--- src/rtl/uart_tx_fifo.sv ---
// Byte FIFO and transmit sequencer sitting in front of a UART transmitter.
// Producers push bytes at up to one per clock; bytes leave one at a time over a valid/done handshake.
module uart_tx_fifo #(
  parameter int DEPTH = 16,
  localparam int ADDR_WIDTH = $clog2(DEPTH)
) (
  input  logic                  clock,
  input  logic                  reset,
  input  logic                  wr_valid,
  input  logic [7:0]            wr_byte,
  output logic                  wr_ready,
  output logic                  overflow,
  output logic [ADDR_WIDTH:0]   count,
  output logic                  empty,
  output logic                  tx_valid,
  output logic [7:0]            tx_byte,
  input  logic                  tx_done
);

  localparam logic [ADDR_WIDTH:0] FULL_CNT = (ADDR_WIDTH + 1)'(DEPTH);

  typedef enum logic [1:0] {
    IDLE,
    WAIT_DONE,
    WAIT_CLEAR
  } state_t;

  logic [7:0]            mem [DEPTH];

  state_t                state_q, state_d;
  logic [ADDR_WIDTH:0]   count_q, count_d;
  logic [ADDR_WIDTH-1:0] wr_ptr_q, wr_ptr_d;
  logic [ADDR_WIDTH-1:0] rd_ptr_q, rd_ptr_d;
  logic                  tx_valid_q, tx_valid_d;
  logic [7:0]            tx_byte_q, tx_byte_d;
  logic                  overflow_q, overflow_d;

  logic                  full;
  logic                  push;
  logic                  pop;

  // Both full and pop look only at the registered count, so a same-cycle pop never frees room for a push.
  always_comb begin
    full       = (count_q == FULL_CNT);
    push       = wr_valid && !full;
    pop        = (state_q == IDLE) && (count_q != '0);

    state_d    = state_q;
    rd_ptr_d   = rd_ptr_q;
    tx_byte_d  = tx_byte_q;
    tx_valid_d = 1'b0;
    overflow_d = wr_valid && full;
    wr_ptr_d   = push ? wr_ptr_q + 1'b1 : wr_ptr_q;
    count_d    = count_q + (ADDR_WIDTH + 1)'(push) - (ADDR_WIDTH + 1)'(pop);

    case (state_q)
      IDLE: begin
        if (pop) begin
          tx_byte_d  = mem[rd_ptr_q];
          rd_ptr_d   = rd_ptr_q + 1'b1;
          tx_valid_d = 1'b1;
          state_d    = WAIT_DONE;
        end
      end
      WAIT_DONE: begin
        if (tx_done) state_d = WAIT_CLEAR;
      end
      WAIT_CLEAR: begin
        // Wait for done to drop so a wide done pulse cannot be mistaken for the next byte's completion.
        if (!tx_done) state_d = IDLE;
      end
      default: state_d = IDLE;
    endcase
  end

  always_ff @(posedge clock) begin
    if (reset) begin
      state_q    <= IDLE;
      count_q    <= '0;
      wr_ptr_q   <= '0;
      rd_ptr_q   <= '0;
      tx_valid_q <= 1'b0;
      tx_byte_q  <= 8'h00;
      overflow_q <= 1'b0;
    end else begin
      state_q    <= state_d;
      count_q    <= count_d;
      wr_ptr_q   <= wr_ptr_d;
      rd_ptr_q   <= rd_ptr_d;
      tx_valid_q <= tx_valid_d;
      tx_byte_q  <= tx_byte_d;
      overflow_q <= overflow_d;
    end
  end

  always_ff @(posedge clock) begin
    if (!reset && push) mem[wr_ptr_q] <= wr_byte;
  end

  assign wr_ready = !full;
  assign empty    = (count_q == '0);
  assign count    = count_q;
  assign overflow = overflow_q;
  assign tx_valid = tx_valid_q;
  assign tx_byte  = tx_byte_q;

endmodule

--- config.mk ---
export PLATFORM = sky130hd
export DESIGN_NAME = uart_tx_fifo
export DESIGN_NICKNAME = d
export VERILOG_FILES = /design/src/rtl/uart_tx_fifo.sv
export SDC_FILE = /design/constraint.sdc
export NUM_CORES = 1
export LEC_CHECK = 0
export CAP_MARGIN = 20
export CORE_ASPECT_RATIO = 1.25
export CORE_UTILIZATION = 40
export CTS_CLUSTER_SIZE = 25
export DETAILED_ROUTE_END_ITERATION = 8
export PLACE_DENSITY_LB_ADDON = 0.3
export SYNTH_ARGS = -nofsm -noshare
export SYNTH_HDL_FRONTEND = slang
export SYNTH_SLANG_ARGS = --single-unit
export TNS_END_PERCENT = 100
--- constraint.sdc ---
create_clock -name clock -period 2.6 [get_ports clock]
set_input_delay 0.52 -clock clock [delete_from_list [all_inputs] [get_ports clock]]
set_output_delay 0.52 -clock clock [all_outputs]
set_load 0.02 [all_outputs]
## After elaboration in Yosys (flattened, before gate mapping)

Memories as Yosys holds them, arrays and structs flattened. A register that Yosys moved wholly into a read port is not among the register bits.
Index checks and enable logic that the tools add are counted.

| word-level totals | value |
|---|---|
| register bits | 17 |
| bits in latches | 0 |
| bits in writable memories | 128 |
| memory bits (read-only) | 0 |
| input port bits | 12 |
| output and inout bits | 17 |
| memories | 1 |

Memory list:

| memory | words | width | rd ports | clocked after memory_dff | wr ports | line | source |
|---|---|---|---|---|---|---|---|
| mem | 16 | 8 | 1 | 1 | 1 | 28 | `logic [7:0] mem [DEPTH];` |

| cells by class | value |
|---|---|
| add/sub/neg operators | 4 |
| $mul | 0 |
| divide/modulo/power cells | 0 |
| $lt $le $gt $ge | 0 |
| equality and inequality tests | 6 |
| shifts and indexed selects | 0 |
| muxes and demuxes | 7 |
| bitwise logic cells | 1 |
| reduce and logical (&&, ||, !) cells | 12 |

Operators by type and width:

| kind | count |
|---|---|
| 4-bit by 1-bit adder with 4-bit output, second input constant | 2 |
| 2-bit two-way mux | 3 |
| 2-bit != test, second input constant | 3 |
| 2-bit case mux with 3 select lines | 1 |
| 5-bit by 1-bit adder with 5-bit output | 1 |
| 5-bit == test, second input constant | 1 |
| 5-bit zero test | 1 |
| 5-bit nonzero test | 1 |
| 5-bit by 1-bit subtractor with 5-bit output | 1 |
| 1-bit logical AND | 4 |
| 1-bit two-way mux | 3 |
| 3-bit AND reduction | 1 |
| 2-bit by 1-bit == test with 1-bit output, second input constant | 1 |
| 2-bit == test, second input constant | 1 |
| 1-bit zero test | 2 |
| 2-bit zero test | 1 |
| 2-bit AND reduction | 1 |
| 2-bit OR reduction | 1 |
| 1-bit inverter | 1 |

## Longest topological paths before layout

| depth | value |
|---|---|
| depth in word-level cells | 6 |
| gate-level depth with buffers | 13 |

## Worst setup path before layout

Ideal clock, no wire load.

| timing path | value |
|---|---|
| path kind | reg2reg |
| start | reg count_q[2] (netlist: count[2]) |
| end | reg count_q[4] (netlist: count[4]) |
| arrival time | 2.875 ns |
| data required time | 2.530 ns |
| path slack | -0.345 ns |
| stages on the path, launching flop included | 14 |
| buffers on the path | 1 |
| period minus slack after synthesis | 2.945 ns |
| cell sequence | dfxtp_1 inv_1 ha_1 nand4bb_1 clkbuf_1 nand2_1 ha_1 inv_1 ha_1 fa_1 a21oi_1 nor2_1 or3_1 a21oi_1 |

| between the ends | value |
|---|---|
| longest elaborated chain between the ends | 5 |

RTL lines:

| element | line | source |
|---|---|---|
| start: declaration | 31 | `logic [ADDR_WIDTH:0] count_q, count_d;` |
| start signal: assignment | 87 | `count_q <= count_d;` |
| 5-bit == test | 44 | `full = (count_q == FULL_CNT);` |
| 1-bit zero test | -- |  |
| named net wr_ready | 11 | `output logic wr_ready,` |
| 1-bit logical AND | 45 | `push = wr_valid && !full;` |
| 5-bit by 1-bit adder with 5-bit output | 54 | `count_d = count_q + (ADDR_WIDTH + 1)'(push) - (ADDR_WIDTH + 1)'(pop);` |
| 5-bit by 1-bit subtractor with 5-bit output | 54 |  |

The timed path passes the listed nets, and every way through them passes these cells.
A chain may end at the register's enable or synchronous reset.

## Worst setup path in the final report

| timing path | value |
|---|---|
| start | reg count_q[2] (netlist: count[2]) |
| end | reg count_q[4] (netlist: count[4]) |

RTL lines:

| element | line | source |
|---|---|---|
| 5-bit nonzero test | 46 | `pop = (state_q == IDLE) && (count_q != '0);` |
| 1-bit logical AND | 46 |  |
| named net pop | 40 | `logic pop;` |
| 5-bit by 1-bit subtractor with 5-bit output | 54 |  |

The timed path passes the listed nets, and every way through them passes these cells.

==> impl_results.md <==
- Logic pwr share: a little over a quarter
- Most common cell after layout, fill and taps aside: edfxtp_1
- Netlist cell types: 36
- # DRC: 0
- Worst Path Arrival: slightly above 3000 ps
- Die width: about 110 microns
- CTS root buffer: clkbuf_16
- Fmax: 0.372 GHz
- Site row count: 50
- Clk sink count: ~150
- DIE HEIGHT: 141 microns
- Drt pass-1 iters: 4
- Most frequent cells in the layout: edfxtp_1, buf_4, clkdlybuf4s50_1
- Slew HR: 61.2%
- Grt ovf: 0
- NetSw: about 1.9 mW
- Routed vias: 3219
- Met3 WL: between 300 and 400 microns
- Clk_lat worst skew: 420 ps
- P_int: roughly 5.2 mW
- Syn. warnings: 0
- Post-Place Cell Area: 6890 sq um
- Min Tclk post-route: 2690 ps
- Avg Inst Size Synth: 18.6 sq um
- CP Launch Type: register
- CTS Buffer Depth: 2
- Finished Layout Cells: 597
- Max Used Layer: met4
- Detail Route Antenna Nets: 0
- Static Leak: between 2 and 3 nW
- N_diodes: 0
- Post-CTS Hold Fix Bufs: 0
- Pin count of the biggest net entering global routing: 35
- Setup slack after layout: -91.6 ps
- Area growth syn-to-layout: 21.7%
- Setup CP Type: reg2reg
- Initial antenna violation count: 0
- Filler instances: between 1000 and 1500
- HPWL after DPL: between 8000 and 9000 microns
- Core box area: ~15000 sq um
- Post-route cell area: between 7000 and 8000 sq um
- Clock buffers created by TritonCTS: 17
- Maximum fanout along the worst path: 2
- Wl on met1: ~5500 microns
- Initial drt markers: about 180
- First-pass GRT wire length: about 20000 microns
- Setup tns final: -91.6 ps
- Post-synthesis sequential area ratio: 70.5%
- Req. time, crit path: 2950 ps
- Setup Skew: around 6.7 ps
- Status: finished with violations
- Average wire per standard cell: 20.7 microns
- WL final: 12400 microns
- Failing checks: negative setup slack
- Vias per cell: between 5 and 6
- Max-Cap Viols: 0
- DP Cell Count: between 500 and 600
- R2R Setup Slk: -90 ps
- Mapped Cells: approximately 330
- Full die area: ~16000 sq um
- Port bufs: 28
- DR WL met2: roughly 6300 microns
- I/O Pins: 29
- TritonCTS clock tree: done
- Worst Setup End Kind: register
- Clk slew on worst S/H paths: ~60 ps
- GP Congestion: about 0.74
- Nets: roughly 430
- Pre-CTS setup slack: -81.3 ps
- Share of layout cells above drive strength 1: around 22%
- Clk network pwr share: around a third
- Final number of hold-violating endpoints: 0
- Post-synth ARST share: 0%
- Final period util: 104%
- Slew @ Worst Pin: slightly below 600 ps
- EDFF count, synth: roughly 130
- Seq cells post-synth: roughly 150
- Tot GR Track Use: about 17%
- Final setup viols: 1
- Prevailing post-synth register cell: edfxtp_1
- Largest vdd supply drop: 514 uV
- Syn_nets: 355
- PD cells: between 900 and 1000 nW/um^2
- Fin. max-slew vios: 0
- Worst Hold Class: reg2reg
- H-Tree Depth: 4
- Post-Syn Area: 6160 sq um
- Starting Density: a little over 40%
- Number of global-route vias before repair: 3380
- Share of power burned in registers: slightly above 40%
- Net Sw Frac: a little over a quarter
- RSZ-0062 raised after global routing: true
- Final Util: between 40% and 50%
## kinds of logic after synthesis
group / Yosys count / synth area share [%]
and+or+nand+nor: 64 / 5.54
adders and majority gates: 12 / 2.56
buffers and inverters: 27 / 2.54
muxes: 48 / 15.6
xor gates and xnor gates: 9 / 1.28
DFF: 153 / 70.5
AOI/OAI and AO/OA: 18 / 2.05
## per-stage QoR
step                      power [mW]  hold slack [ps]
after floorplan                 4.14              445
after global placement          4.73              461
after detailed placement        4.77              482
after CTS                       7.07              491
after global routing            7.45              541
final                           7.12              481
## cells in the mapped netlist (2+ instances only)
cell type / instances / area share (%)
buf_2: 5 / 0.41
nor2b_1: 2 / 0.20
nor3_1: 4 / 0.32
xnor2_1: 5 / 0.71
nand2_1: 9 / 0.55
nand3b_1: 8 / 0.97
or3_1: 3 / 0.30
mux2i_1: 16 / 2.6
o21ai_0: 2 / 0.16
nor2_1: 23 / 1.4
mux4_1: 21 / 9.0
clkbuf_1: 5 / 0.30
nor3b_1: 2 / 0.24
nand2b_1: 2 / 0.20
a21oi_1: 6 / 0.49
edfxtp_1: 128 / 62
nand3_1: 5 / 0.41
dfxtp_1: 25 / 8.1
mux4_2: 11 / 4.0
inv_1: 8 / 0.49
buf_6: 6 / 1.1
xor2_1: 4 / 0.57
o221ai_1: 8 / 1.1
ha_1: 11 / 2.2
## layout make-up
| class | instances | area [sq um] | area share, % |
|---|---|---|---|
| inverter | 9 | 41.3 | 0.551 |
| multi-input combinational | 151 | 1720 | 23.0 |
| tap | 182 | 228 | 3.04 |
| timing repair buffer | 71 | 614 | 8.19 |
| clock inverter | 4 | 68.8 | 0.918 |
| clock buffer | 27 | 473 | 6.31 |
| sequential | 153 | 4350 | 58.0 |
## layer usage
layer	up-vias	GRT usage [%]
met5	-	0
met4	0	6.79
met3	17	4.43
met2	67	28.3
met1	1666	21.6
li1	1469	-
## final timing paths
kind / endpoint / start / depth (start not counted)
worst max-delay path: count[4] / count[2] / 13
worst min-delay path: state_q[0] / state_q[1] / 1
worst max register to register: count[4] / count[2] / 13
worst min register to register: state_q[0] / state_q[1] / 1
## worst max-delay path, stage by stage (launching register included)
cell	delay, ps
dfxtp_4	350
inv_4	60
ha_4	120
or4b_4	480
nand2_4	100
inv_4	40
ha_4	250
inv_2	40
ha_4	160
fa_2	360
a21oi_2	130
nor2_1	60
or3_4	370
a21oi_2	110
## what timing repair did
action	4_1_cts	5_1_grt
endpoints found under the setup margin	2	1
setup buffers	1	1
gates resized for setup	1	10
pin swaps	2	4
## power by group through the flow
stage	registers (mW)	logic (mW)	clock network (mW)
finish	2.94	1.88	2.29
detailed placement	2.99	1.78	0
global placement	2.98	1.75	0
global route	2.97	2.05	2.43
floorplan	3.06	1.08	0
CTS	2.94	1.79	2.33
## state kept, by name (all words and copies together), names as in the netlist
register,flops
rd_ptr_q,4
state_q,2
wr_ptr_q,4
count,5
mem,128
overflow,1
tx_valid,1
tx_byte,8
No activity file was read; power rests on OpenSTA's default activity.
